File: config.mk
export PLATFORM = sky130hd
export DESIGN_NAME = regfile_read_port
export DESIGN_NICKNAME = d
export VERILOG_FILES = /design/src/rtl/regfile_pkg.sv /design/src/rtl/resp_fifo2.sv /design/src/rtl/regfile_read_port.sv
export SDC_FILE = /design/constraint.sdc
export NUM_CORES = 1
export LEC_CHECK = 0
export BUFFER_PORTS_ARGS = -buffer_cell sky130_fd_sc_hd__buf_2
export CAP_MARGIN = 10
export CORE_MARGIN = 2
export CORE_UTILIZATION = 35
export CTS_CLUSTER_SIZE = 10
export DETAILED_ROUTE_END_ITERATION = 12
export GPL_TIMING_DRIVEN = 1
export MAX_ROUTING_LAYER = met4
export SYNTH_ARGS = -nofsm -noshare
export SYNTH_HDL_FRONTEND = slang
export SYNTH_SLANG_ARGS = --single-unit
File: constraint.sdc
create_clock -name clock -period 6.7 [get_ports clock]
set_input_delay 0 -clock clock [delete_from_list [all_inputs] [get_ports clock]]
set_output_delay 0 -clock clock [all_outputs]
set_load 0.02 [all_outputs]
File: src/rtl/regfile_pkg.sv
// regfile_pkg: shared sizes, constants and response-buffer state type for the register read port
package regfile_pkg;

    localparam int DATA_WIDTH = 32;
    localparam int ADDR_WIDTH = 5;
    localparam int NUM_REGS   = 32;
    localparam int ZERO_REG   = 0;

    // Encoding doubles as the buffer occupancy count
    typedef enum logic [1:0] {
        EMPTY = 2'd0,
        ONE   = 2'd1,
        FULL  = 2'd2
    } buf_state_t;

    // A register slot that really stores data: not the hardwired zero and inside the bank
    function automatic logic is_backed(input int addr, input int num_regs);
        return addr != ZERO_REG && addr < num_regs;
    endfunction

endpackage

File: src/rtl/resp_fifo2.sv
// resp_fifo2: two-entry in-order response buffer with occupancy state and head output
module resp_fifo2
    import regfile_pkg::*;
#(
    parameter int W = DATA_WIDTH
) (
    input  logic            clock,
    input  logic            reset,
    input  logic            push,
    input  logic            pop,
    input  logic [W-1:0]    push_data,
    output buf_state_t      state,
    output logic [W-1:0]    head
);

    logic [W-1:0] mem [2];
    logic         wr_ptr;
    logic         rd_ptr;
    logic         do_push;
    logic         do_pop;
    buf_state_t   state_next;

    assign do_push = push && state != FULL;
    assign do_pop  = pop && state != EMPTY;

    // Occupancy transitions: simultaneous push and pop leave ONE unchanged
    always_comb begin
        state_next = state;
        case (state)
            EMPTY:   state_next = do_push ? ONE : EMPTY;
            ONE:     state_next = do_push == do_pop ? ONE : (do_push ? FULL : EMPTY);
            FULL:    state_next = do_pop ? ONE : FULL;
            default: state_next = EMPTY;
        endcase
    end

    // State register and wrapping one-bit pointers
    always_ff @(posedge clock) begin
        if (reset) begin
            state  <= EMPTY;
            wr_ptr <= 1'b0;
            rd_ptr <= 1'b0;
        end else begin
            state <= state_next;
            if (do_push) wr_ptr <= ~wr_ptr;
            if (do_pop)  rd_ptr <= ~rd_ptr;
        end
    end

    // Entry storage; data is fixed once pushed so later register writes cannot touch it
    always_ff @(posedge clock) begin
        if (reset) begin
            mem[0] <= '0;
            mem[1] <= '0;
        end else if (do_push) begin
            mem[wr_ptr] <= push_data;
        end
    end

    assign head = state == EMPTY ? '0 : mem[rd_ptr];

endmodule

File: src/rtl/regfile_read_port.sv
// regfile_read_port: register bank with one write port and a handshaked, buffered read port
module regfile_read_port
    import regfile_pkg::*;
#(
    parameter int DATA_WIDTH = regfile_pkg::DATA_WIDTH,
    parameter int ADDR_WIDTH = regfile_pkg::ADDR_WIDTH,
    parameter int NUM_REGS   = regfile_pkg::NUM_REGS
) (
    input  logic                  clock,
    input  logic                  reset,
    input  logic                  writeEnable,
    input  logic [ADDR_WIDTH-1:0] writeAddr,
    input  logic [DATA_WIDTH-1:0] writeData,
    input  logic                  rdReqValid,
    output logic                  rdReqReady,
    input  logic [ADDR_WIDTH-1:0] rdAddr,
    output logic                  rdRespValid,
    input  logic                  rdRespReady,
    output logic [DATA_WIDTH-1:0] rdRespData
);

    logic [DATA_WIDTH-1:0] regs [NUM_REGS];
    logic                  wr_hit;
    logic                  rd_backed;
    logic                  accept;
    logic                  release_head;
    logic [DATA_WIDTH-1:0] rd_value;
    buf_state_t            buf_state;

    assign wr_hit       = writeEnable && is_backed(int'(writeAddr), NUM_REGS);
    assign rd_backed    = is_backed(int'(rdAddr), NUM_REGS);
    assign accept       = rdReqValid && rdReqReady;
    assign release_head = rdRespValid && rdRespReady;
    assign rdReqReady   = buf_state != FULL;
    assign rdRespValid  = buf_state != EMPTY;

    // Read mux: zero register and unbacked addresses read 0, same-cycle write is forwarded
    always_comb begin
        rd_value = '0;
        if (rd_backed)
            rd_value = wr_hit && writeAddr == rdAddr ? writeData : regs[rdAddr];
    end

    // Register bank write port
    always_ff @(posedge clock) begin
        if (reset) begin
            for (int i = 0; i < NUM_REGS; i++) regs[i] <= '0;
        end else if (wr_hit) begin
            regs[writeAddr] <= writeData;
        end
    end

    resp_fifo2 #(
        .W(DATA_WIDTH)
    ) u_resp_fifo (
        .clock     (clock),
        .reset     (reset),
        .push      (accept),
        .pop       (release_head),
        .push_data (rd_value),
        .state     (buf_state),
        .head      (rdRespData)
    );

endmodule

==> metrics <==
status finished, final reports clean; maximum buffer depth of the clock tree 3; FF-to-FF Start regs[4][4]; WP data required between 7 and 8 ns; area grow syn2layout 11.4%; Tmin final 3.24 ns; total grt overflow 0; vias in the first global route a little under 30000; cells on worst reg2reg path 5; CTS clk-pin slew, worst paths 0.05 ns; design area about 56000 um^2; GRT Total Usage 0.210; GPL Wtd Cong 0.867; Core Area around 140000 um^2; post-synthesis cell area 50100 um^2; worst hold start writeData[24]; most frequent cells in the layout edfxtp_1, and2_1, mux2i_1, nor3_1; Final Power around 0.015 W; Sink Count between 1000 and 1500; Critical Path Sink Type flip-flop; share of layout cells above drive strength 1 0.138; Worst setup SP type input pin; Critical Path AT around 3.6 ns; initial antenna violation count 19; cell count after synthesis between 3000 and 4000; Max-Slew Margin vs Limit 0.177; cell row count ~140; Vias per Instance 5.45; pin count of the biggest net entering global routing 77; H-tree levels 3; register-to-register setup slack between 3 and 4 ns; Yosys cell types 47; DP Wirelength 87600 um; CTS Buf Count 121; Inst Count DP about 5300; worst hold path class in -> reg; dominant synthesized flop cell edfxtp_1; Hold Violations, Final 0; hold depth 2; clk_lat worst skew 0.71 ns; Worst Path Max Fanout 32; remaining antenna violation count after routing 0; Setup TNS 0 ns; Initial DRT Pass Iterations 5; WHS Endpoint regs[20][24]; Least-Margin Pin Slew 1.23 ns; Leak Pwr about 20 nW; EDFF count, synth ~1100; Starting DRT DRC Count 3379; Die ar. 146000 um^2; Chip Height between 300 and 400 um; first-pass GRT wire length roughly 210000 um; DRC errors left 0; final std cells w/o fill ~5500; max cap viols 0; max-slew violations 0; # IOs 81; Root Buffer clkbuf_16; die width about 380 um; Worst VDD drop 0.263 mV; final setup fails 0; skew final approximately 0.029 ns; CTS tree built; I/O Buffers 80; Initial Utilization 0.353; #FFs+latches synth roughly 1100; Power Density between 200 and 300 nW/um^2; RSZ-0062 raised after global routing false; Final period util 0.483; Synth Warn # 0; commonest non-fill, non-tap cell in the layout edfxtp_1; Post-Route WL roughly 150000 um; average size of a mapped cell roughly 14 um^2; pre-CTS WS roughly 3.3 ns; WL/cell about 28 um; Seq/Total Area, Yosys 0.654; highest clock rate roughly 310 MHz; Vias about 30000; ys async rst share 0; r2r endpoint u_resp_fifo.mem[1][4]; Crit Path Category in -> reg; final worst slack 3.47 ns; dpl cell area between 50000 and 60000 um^2; # nets final between 3000 and 4000
metrics by stage:
step                hold WS (ns)  utilization
floorplan                 0.0728            -
global placement           0.226        0.369
detailed placement         0.232        0.369
CTS                      0.00280        0.393
global route              0.0209        0.393
finish                    0.0187        0.394
report_power, final:
part	leakage, nW	switching [W]	internal (W)	total [W]
clock network	1.59	0.00260	0.00326	0.00586
logic	7.70	0.000912	0.000386	0.00130
registers	10.5	0.000101	0.00791	0.00801
total	19.8	0.00361	0.0116	0.0152
critical path, cell delays in order:
cell and delay [ns]:
dlygate4sd3_1 0.55, buf_4 0.26, nor2b_1 0.34, nand3b_1 0.57, buf_4 0.48, nor2_2 0.14
buf_4 0.36, or2_2 0.81
cell families after synthesis:
logic type | after synthesis | share of synthesized area
other cells | 1 | 0.0000749
compound gates | 290 | 0.0415
mux | 503 | 0.122
flops | 1093 | 0.654
xor+xnor | 6 | 0.00105
simple gates | 1276 | 0.148
buf+inv | 371 | 0.0325
synthesized netlist by cell type (6+ instances only):
cell type  count  area share
buf_2         25      0.0025
mux2i_1      401       0.080
o32ai_1        8      0.0014
a211oi_1      16      0.0024
or2_2         37      0.0046
buf_6         10      0.0022
nor2b_1        6     0.00075
edfxtp_1    1088        0.65
a221oi_1      45      0.0079
nor3b_1        6     0.00090
a31oi_1       15      0.0019
nand3b_1       6     0.00090
nand3_1       44      0.0044
mux4_2        84       0.038
nor2_1       141       0.011
nor4_1         6     0.00075
and2_1       869        0.11
a21oi_1       32      0.0032
nand2_1       12     0.00090
buf_4         32      0.0048
mux2_2        18      0.0040
buf_1         17      0.0013
clkbuf_1     277       0.021
a22oi_1      122       0.018
o21ai_0       28      0.0028
xor2_1         6      0.0010
o211ai_1      13      0.0019
nor3_1       133       0.013
inv_1          7     0.00052
state kept, by name, indices dropped and copies added, names as in the netlist, named ones only:
register and cells:
regs 1024, u_resp_fifo.wr_ptr 1, u_resp_fifo.state 2, u_resp_fifo.rd_ptr 1, u_resp_fifo.mem 64
per-layer routing:
metal | track usage | share of wire
met5 | - | 0
met4 | 0.0733 | 0.036
met3 | 0.0442 | 0.086
met2 | 0.320 | 0.46
met1 | 0.277 | 0.42
how the worst max path moves through the flow:
stage                     cells after the start  slack [ns]            startpoint               endpoint
after floorplan                               4        4.52  u_resp_fifo.state[0]  u_resp_fifo.mem[0][0]
after CTS                                     8        3.56                 reset           regs[30][24]
after detailed placement                      7        3.30             rdAddr[0]  u_resp_fifo.mem[1][4]
after global routing                          8        3.31                 reset           regs[26][24]
after global placement                        7        3.33             rdAddr[0]  u_resp_fifo.mem[1][4]
final                                         8        3.47                 reset           regs[30][24]
timing repair:
item / 4_1_cts / 5_1_grt
endpoints found under the hold margin: 449 / 0
hold buffers: 25 / 0
gates resized for setup: 0 / 0
buffers inserted: 0 / 0
layout make-up:
cell class	count	area (um^2)
fillers	13000	86000
flip-flops and latches	1093	32800
multi-input cells	2107	15900
clock buffers	143	3160
well taps	1890	2360
repair buffers	196	1400
clock inverters	9	93.8
diodes	14	35.0
inverters	8	30.0
Power figures use the tool's default switching activity.
